File: config.mk
export PLATFORM = sky130hd
export DESIGN_NAME = smp_seq_ctrl
export DESIGN_NICKNAME = d
export VERILOG_FILES = /design/src/rtl/smp_pkg.sv /design/src/rtl/smp_down_cnt.sv /design/src/rtl/smp_seq_ctrl.sv
export SDC_FILE = /design/constraint.sdc
export NUM_CORES = 1
export LEC_CHECK = 0
export BUFFER_PORTS_ARGS = -buffer_cell sky130_fd_sc_hd__buf_4
export CAP_MARGIN = 20
export CORE_UTILIZATION = 55
export DETAILED_ROUTE_END_ITERATION = 10
export PLACE_DENSITY = 0.78
export SLEW_MARGIN = 20
export SYNTH_ARGS = -nofsm -noshare
export SYNTH_HDL_FRONTEND = slang
export SYNTH_SLANG_ARGS = --single-unit
File: constraint.sdc
create_clock -name clk -period 4.4 [get_ports clk]
set_input_delay 0.22 -clock clk [delete_from_list [all_inputs] [get_ports clk]]
set_output_delay 0.22 -clock clk [all_outputs]
set_load 0.01 [all_outputs]
File: src/rtl/smp_pkg.sv
// Shared types and constants for the sample/start sequencer.
// Latency: n/a (package only).
// Backpressure: n/a.
package smp_pkg;

  typedef enum logic [1:0] {
    IDLE    = 2'd0,
    SAMPLE  = 2'd1,
    CONVERT = 2'd2,
    GAP     = 2'd3
  } state_e;

  localparam logic [1:0] MODE_SINGLE = 2'd0;
  localparam logic [1:0] MODE_SCAN   = 2'd1;
  localparam logic [1:0] MODE_CONT   = 2'd2;

  // Largest of three values; used to size the shared phase counter.
  function automatic int max3(input int a, input int b, input int c);
    int m;
    m = (a > b) ? a : b;
    return (m > c) ? m : c;
  endfunction

endpackage

File: src/rtl/smp_down_cnt.sv
// Loadable down-counter that saturates at zero, with a zero flag.
// Latency: load and decrement take effect on the next rising edge.
// Backpressure: none; load has priority over decrement.
module smp_down_cnt #(
  parameter int W = 4
) (
  input  logic         clk,
  input  logic         rst_n,
  input  logic         load_i,
  input  logic [W-1:0] val_i,
  output logic         zero_o
);

  logic [W-1:0] cnt_q;

  // Load on request, otherwise count down and stick at zero.
  always_ff @(posedge clk) begin
    if (!rst_n) begin
      cnt_q <= '0;
    end else if (load_i) begin
      cnt_q <= val_i;
    end else if (cnt_q != '0) begin
      cnt_q <= cnt_q - W'(1);
    end
  end

  assign zero_o = (cnt_q == '0);

endmodule

File: src/rtl/smp_seq_ctrl.sv
// Sample/start sequencer for the SAR ADC: sampling pulse, conversion hold, round-robin channels.
// Latency: trig at edge k -> samp after k, start after k+max(samp_cyc,1); all outputs registered.
// Backpressure: trig accepted only in IDLE with eoc low; requests while busy are dropped.
module smp_seq_ctrl
  import smp_pkg::*;
#(
  parameter int N_CH    = 4,
  parameter int SCW     = 4,
  parameter int GAP_CYC = 2,
  parameter int TMO_CYC = 64,
  parameter int CHW     = (N_CH > 1) ? $clog2(N_CH) : 1
) (
  input  logic           clk,
  input  logic           rst_n,
  input  logic           en,
  input  logic [1:0]     mode,
  input  logic           trig,
  input  logic [SCW-1:0] samp_cyc,
  input  logic           eoc,
  output logic           samp,
  output logic           start,
  output logic [CHW-1:0] ch_sel,
  output logic           conv_done,
  output logic           timeout,
  output logic           scan_done,
  output logic           busy
);

  // One counter serves every phase, so it must hold the longest of them.
  localparam int CNT_MAX = max3((1 << SCW) - 1, GAP_CYC, TMO_CYC);
  localparam int CNTW    = $clog2(CNT_MAX + 1);

  localparam logic [CNTW-1:0] TMO_VAL  = CNTW'(TMO_CYC - 1);
  localparam logic [CNTW-1:0] GAP_VAL  = CNTW'(GAP_CYC);
  localparam logic [CHW-1:0]  LAST_CH  = CHW'(N_CH - 1);

  state_e          state_q, state_d;
  logic            samp_q, samp_d;
  logic            start_q, start_d;
  logic            conv_done_q, conv_done_d;
  logic            timeout_q, timeout_d;
  logic            scan_done_q, scan_done_d;
  logic            busy_q;
  logic [CHW-1:0]  ch_sel_q, ch_sel_d;
  logic            cnt_load;
  logic [CNTW-1:0] cnt_val;
  logic            cnt_zero;
  logic [CNTW-1:0] samp_val;
  logic            last_ch;

  // A zero sample length is treated as one cycle; counter holds length-1.
  assign samp_val = (samp_cyc == '0) ? '0 : CNTW'(samp_cyc - SCW'(1));
  assign last_ch  = (ch_sel_q == LAST_CH);

  smp_down_cnt #(.W(CNTW)) u_cnt (
    .clk    (clk),
    .rst_n  (rst_n),
    .load_i (cnt_load),
    .val_i  (cnt_val),
    .zero_o (cnt_zero)
  );

  // Next-state, next-output and counter-load decisions for every phase.
  always_comb begin
    state_d     = state_q;
    samp_d      = 1'b0;
    start_d     = 1'b0;
    conv_done_d = 1'b0;
    timeout_d   = 1'b0;
    scan_done_d = 1'b0;
    ch_sel_d    = ch_sel_q;
    cnt_load    = 1'b0;
    cnt_val     = '0;
    unique case (state_q)
      IDLE: begin
        if (!eoc && (trig || mode == MODE_CONT)) begin
          state_d  = SAMPLE;
          samp_d   = 1'b1;
          ch_sel_d = '0;
          cnt_load = 1'b1;
          cnt_val  = samp_val;
        end
      end
      SAMPLE: begin
        if (cnt_zero) begin
          state_d  = CONVERT;
          start_d  = 1'b1;
          cnt_load = 1'b1;
          cnt_val  = TMO_VAL;
        end else begin
          samp_d = 1'b1;
        end
      end
      CONVERT: begin
        // eoc is checked first so it wins over a coincident timeout.
        if (eoc) begin
          state_d     = GAP;
          conv_done_d = 1'b1;
          cnt_load    = 1'b1;
          cnt_val     = GAP_VAL;
        end else if (cnt_zero) begin
          state_d   = GAP;
          timeout_d = 1'b1;
          cnt_load  = 1'b1;
          cnt_val   = GAP_VAL;
        end else begin
          start_d = 1'b1;
        end
      end
      GAP: begin
        if (cnt_zero && !eoc) begin
          if (mode == MODE_SCAN && last_ch) begin
            scan_done_d = 1'b1;
            ch_sel_d    = '0;
            state_d     = IDLE;
          end else if (mode == MODE_SCAN || mode == MODE_CONT) begin
            if (last_ch) begin
              scan_done_d = 1'b1;
              ch_sel_d    = '0;
            end else begin
              ch_sel_d = ch_sel_q + CHW'(1);
            end
            state_d  = SAMPLE;
            samp_d   = 1'b1;
            cnt_load = 1'b1;
            cnt_val  = samp_val;
          end else begin
            state_d = IDLE;
          end
        end
      end
    endcase
    // Disable abandons whatever is in flight and parks everything at zero.
    if (!en) begin
      state_d     = IDLE;
      samp_d      = 1'b0;
      start_d     = 1'b0;
      conv_done_d = 1'b0;
      timeout_d   = 1'b0;
      scan_done_d = 1'b0;
      ch_sel_d    = '0;
      cnt_load    = 1'b1;
      cnt_val     = '0;
    end
  end

  // FSM state and registered outputs; reset overrides everything.
  always_ff @(posedge clk) begin
    if (!rst_n) begin
      state_q     <= IDLE;
      samp_q      <= 1'b0;
      start_q     <= 1'b0;
      conv_done_q <= 1'b0;
      timeout_q   <= 1'b0;
      scan_done_q <= 1'b0;
      busy_q      <= 1'b0;
      ch_sel_q    <= '0;
    end else begin
      state_q     <= state_d;
      samp_q      <= samp_d;
      start_q     <= start_d;
      conv_done_q <= conv_done_d;
      timeout_q   <= timeout_d;
      scan_done_q <= scan_done_d;
      busy_q      <= (state_d != IDLE);
      ch_sel_q    <= ch_sel_d;
    end
  end

  assign samp      = samp_q;
  assign start     = start_q;
  assign conv_done = conv_done_q;
  assign timeout   = timeout_q;
  assign scan_done = scan_done_q;
  assign busy      = busy_q;
  assign ch_sel    = ch_sel_q;

endmodule

; Word level (Yosys, flattened, before mapping)
; Cells that the tools add are included.
[op_classes]
addsub = 3
n_bitwise = 3
n_mux = 43
n_eq_ne = 9
reduce_logical = 18
[ops]
columns = operator, n
row1 = 2-to-1 mux 7 bit, 8
row2 = case mux 7 bit (4 select lines), 1
row3 = 2-to-1 mux 2 bit, 13
row4 = 2-to-1 mux 1 bit, 15
row5 = "equality test 2 bit, second input constant", 4
row6 = case mux 2 bit (4 select lines), 1
row7 = AND reduction 4 bit, 2
row8 = zero test 7 bit, 1
row9 = nonzero test 7 bit, 1
row10 = "subtractor 7 x 1 -> 7 bit, second input constant", 1
row11 = 2-to-1 mux 6 bit, 1
row12 = nonzero test 2 bit, 3
row13 = "subtractor 4 x 1 -> 5 bit, second input constant", 1
row14 = "equality test 2 x 1 -> 1 bit, second input constant", 2
row15 = zero test 4 bit, 1
row16 = "inequality test 2 bit, second input constant", 2
row17 = case mux 1 bit (4 select lines), 1
row18 = case mux 2 bit (2 select lines), 1
row19 = OR reduction 4 bit, 1
row20 = logical AND 1 bit, 3
row21 = "inequality test 3 bit, second input constant", 1
row22 = NOT 1 bit, 3
row23 = case mux 1 bit (3 select lines), 1
row24 = AND reduction 3 bit, 1
row25 = other kinds (6), 7
[totals]
regBits = 17
inputBits = 11

; Longest topological paths before layout
[depth]
word_depth = 8
ltp_mapped = 8
mapped_depth_nobuf = 7

; Modules after synthesis
; From an unflattened synthesis, not the netlist that was laid out.
[unflattened]
hier_cells = 131
area_unflattened_um2 = 1148.6
[by_module_without_submodules]
columns = mod, area_per_inst_um2, n_inst, seq_area_each_um2, cells_each
row1 = smp_seq_ctrl, 737.0, 1, 200.2, 87
row2 = smp_down_cnt, 411.6, 1, 140.1, 44

; Worst setup path before layout
; No wires, ideal clock.
[synth_timing]
path_kind = reg-to-reg
startpoint = register state_q[0]
endpoint = register busy_q, in the netlist busy
arrival_time_ns = 1.523
t_required_ns = 4.280
path_slack_ns = 2.757
stages_incl_launch_ff = 9
synth_period_minus_slack_ns = 1.643
path_cell_list = dfxtp_1 -> inv_1 -> ha_1 -> buf_4 -> inv_1 -> or3_1 -> nand3_1 -> o21bai_1 -> or2_1
[synth_via]
elab_chain_len = 5
[synth_lines]
columns = element, line
row1 = from (decl), smp_seq_ctrl.sv:37  ; state_e state_q, state_d;
row2 = from (signal assigned), smp_seq_ctrl.sv:159  ; state_q <= state_d;
row3 = 2-to-1 mux 2 bit, smp_seq_ctrl.sv:101  ; end else if (cnt_zero) begin
row4 = 2-to-1 mux 2 bit, smp_seq_ctrl.sv:96  ; if (eoc) begin
row5 = case mux 2 bit (4 select lines) (*), smp_seq_ctrl.sv:74  ; unique case (state_q)
row6 = 2-to-1 mux 2 bit (*), smp_seq_ctrl.sv:134  ; if (!en) begin
row7 = nonzero test 2 bit (*), smp_seq_ctrl.sv:165  ; busy_q <= (state_d != IDLE);
row8 = to (signal assigned), smp_seq_ctrl.sv:165
row9 = to (decl), smp_seq_ctrl.sv:43  ; logic busy_q;
; Mark *: on every way between the ends. The rest lies on a longest branch, timed or not.
; A chain may end at the register's enable or synchronous reset.

; Worst setup path after layout
; Same ends and word-level chain as after synthesis.

==> results by group <==
Min path
  – Hold/Removal Path Class: in2reg

CTS
  – Worst-Skew Late Latency: 0.31 ns
  – CTS Buf Count: 3
  – Post-CTS setup buffers: 0
  – CTS tree: built
  – Clk Tree Root Cell: clkbuf_4
  – Clk sinks: 17
  – Clock tree buffer depth: 2
  – H-tree depth: 1
  – Post-CTS sizing: 0
  – Register clock-pin slew on the reported worst setup and hold paths: 0.11 ns
  – Cts hold-fix bufs: 0

Drt
  – Vias after detailed routing: 1088
  – Initial drt markers: 40
  – Routed WL: 2.41 mm
  – Via/cell ratio: 5.73
  – Remaining DRCs: 0
  – Routed Antenna Nets: 0
  – DR pass1 iterations: 4
  – WL/cell: 12.7 um

Pwr
  – Clock power frac: 21.3%
  – P per Cell Area: 314 nW/um^2
  – Psw: 0.154 mW
  – Leakage: 0.558 nW
  – Seq pwr share: 41.7%
  – Worst vdd ir: 0.194 mV
  – Combinational power share: 37.0%
  – Sw Ratio: 37.0%
  – Internal power: 0.262 mW

Final layout
  – Fraction of layout cells with a size suffix above 1: 20.2%
  – Area Growth Syn to Fin: 14.4%
  – Final core occ: 67.3%
  – Final net count: 183
  – Ant diodes: 0

Synth
  – Yosys cell types: 45
  – Synth Area in Simple Gates: 27.4%
  – Adder-cell share of the synthesized area: 8.68%
  – #FFs+latches synth: 17
  – Synth Area in Compound Gates: 24.1%
  – Main synth FF type: dfxtp_1
  – Syn_area_per_cell: 7.90 um^2
  – Synthesized cell area: 1150 um^2
  – Post-Synth XOR/XNOR Area: 3.80%
  – FFs w/ async S/R, synth: 0%
  – Post-synthesis mux area share: 0%
  – Synth warn: 0
  – Post-synth EDFFs: 0
  – Cells after synthesis: 146
  – Combinational family with the most area after synthesis: simple AND/OR/NAND/NOR gates
  – Synth Net Count: 165
  – Register area share after synthesis: 29.5%

STA
  – Setup TNS: 0 ns
  – Clock skew: 0.0113 ns
  – # setup viols final: 0
  – Fmax: 0.514 GHz
  – Final period utilization: 44.2%
  – Worst-margin pin slew: 0.435 ns
  – Hold Vio Cnt, Final: 0
  – Slew headroom: 70.9%
  – Min cycle time layout: 1.95 ns
  – RSZ-0062 raised after global routing: no
  – Final Max Slew Viols: 0

Setup path
  – CP cell instances: inv_1, ha_1, inv_1, or3_1, nand3_1, o21bai_1, or2_1
  – Worst Path Required: 4.60 ns
  – CP top delay family: simple AND/OR/NAND/NOR gates
  – R2r endpoint: busy
  – Slowest cell on the critical path: or3_1
  – R2R cell count: 7
  – WP depth: 7
  – CP Max Fanout: 9
  – CP endpoint: busy
  – Setup crit start: state_q[0]
  – Most used cell, CP: inv_1
  – Worst r2r src: state_q[0]
  – CP bufs+invs: 2
  – Crit. End Element: flop
  – Setup slack, reg-to-reg: 2.45 ns
  – Critical path class: reg2reg
  – Worst EP arrival: 2.14 ns
  – Startpoint types: flop
  – Critical Path Max Stage Delay: 0.45 ns

Global route
  – First-pass GRT wire length: 3.86 mm
  – M2 GR Usage: 39.7%
  – Initial antenna violation count: 0
  – Vias in the first global route: 946
  – Grt peak-use layer: met2
  – Tot GR Track Use: 24.4%
  – Aggregate global routing overflow: 0
  – GRT met1 Usage: 29.5%
  – Grt met3 use: 6.42%
  – Largest net degree at the start of global routing: 15

Job
  – Max_cap viols: 0

Run status
  – Status: completed

Place
  – HPWL Detailed: 1.88 mm
  – IO Port Bufs: 18
  – Routability cong.: 0.841

Floorplanning
  – Initial Util: 58.8%
  – I/O pin cnt: 19
  – Die Width: 47.8 um
  – Core Region: 1960 um^2
  – Die ar.: 2280 um^2
  – Die Span Y: 47.8 um
  – Row count: 16
==> power groups by stage <==
stage / Clock [mW] / Sequential, mW / Combinational (mW)
final: 0.0883 / 0.173 / 0.154
after global routing: 0.0963 / 0.174 / 0.171
after CTS: 0.0893 / 0.173 / 0.154
after detailed placement: 0 / 0.177 / 0.153
after global placement: 0 / 0.176 / 0.149
after floorplan: 0 / 0.175 / 0.131
==> stage by stage <==
stage / total power [mW] / hold WS [ns] / setup WS, ns / cell area (um^2) / std cells
4_1_cts: 0.416 / 0.176 / 2.49 / 1320 / 190
6_report: 0.415 / 0.175 / 2.45 / 1320 / 190
3_5_place_dp: 0.330 / 0.480 / 2.51 / 1290 / 186
2_1_floorplan: 0.306 / 0.337 / 2.76 / 1150 / 146
5_1_grt: 0.442 / 0.174 / 2.33 / 1320 / 190
3_3_place_gp: 0.325 / 0.457 / 2.52 / 1290 / 186
==> final cells by class <==
class	count	area, um^2
multi-input combinational	112	738
clock buffer	3	22.5
inverter	12	45.0
fill	179	642
timing repair buffer	18	135
tap	27	33.8
sequential	17	340
clock inverter	1	5.00
==> sequential cells by signal, summed over array words and instances (netlist names) <==
name,flops
conv_done,1
u_cnt.cnt_q,7
state_q,2
timeout,1
start,1
scan_done,1
samp,1
ch_sel,2
busy,1
==> worst min-delay path by stage <==
stage,cells after the start,start,end
6_report,2,rst_n,u_cnt.cnt_q[5]
5_1_grt,2,rst_n,u_cnt.cnt_q[4]
4_1_cts,2,rst_n,u_cnt.cnt_q[4]
3_5_place_dp,2,ch_sel[1],ch_sel[1]
3_3_place_gp,2,ch_sel[1],ch_sel[1]
2_1_floorplan,1,rst_n,u_cnt.cnt_q[4]
==> cell usage after synthesis, types with 2 or more instances <==
cell type   n  share of area (%)
nand2_1    15                4.9
or2_1       3                1.6
nor3_2      2                1.7
clkbuf_1    3               0.98
nand4_1     2                1.1
xnor2_1     4                3.0
or3_1       2                1.1
and3_1      2                1.1
o211ai_1    2                1.3
nand3_1     5                2.2
nand2b_1    3                1.6
o21ai_0     6                2.6
dfxtp_1    17                 30
nor2_1     12                3.9
o21a_1      3                2.0
nor3_1      4                1.7
a21oi_1    10                4.3
o21ai_1     4                1.7
ha_1        8                8.7
inv_1      12                3.9
a31oi_1     3                1.6
==> cell families after synthesis <==
| family | count (synthesis) |
|---|---|
| buffers and inverters | 17 |
| DFF | 17 |
| AOI/OAI and AO/OA | 41 |
| and+or+nand+nor | 58 |
| xor gates and xnor gates | 5 |
| adders and majority gates | 8 |
==> cell usage in the layout (no fill, tap or decap), drive strengths merged, types with 4 or more instances in the layout <==
cell    n
nand2  16
dfxtp  17
ha      8
a21oi  11
nand3   6
buf    18
o21ai  11
nor2   13
nor3    6
xnor2   4
inv    12
==> worst reg2reg max path, stage by stage, from the launching register on <==
cell	delay, ns
dfxtp_1	0.38
inv_1	0.11
ha_1	0.32
inv_1	0.15
or3_1	0.45
nand3_1	0.12
o21bai_1	0.09
or2_1	0.22
==> routing by layer <==
metal  wire (um)  vias to the layer above
met5           0                        -
met4          48                        0
met3         143                        4
met2        1110                       50
met1        1110                      484
li1            -                      550
(Power assumes the default switching activity.)
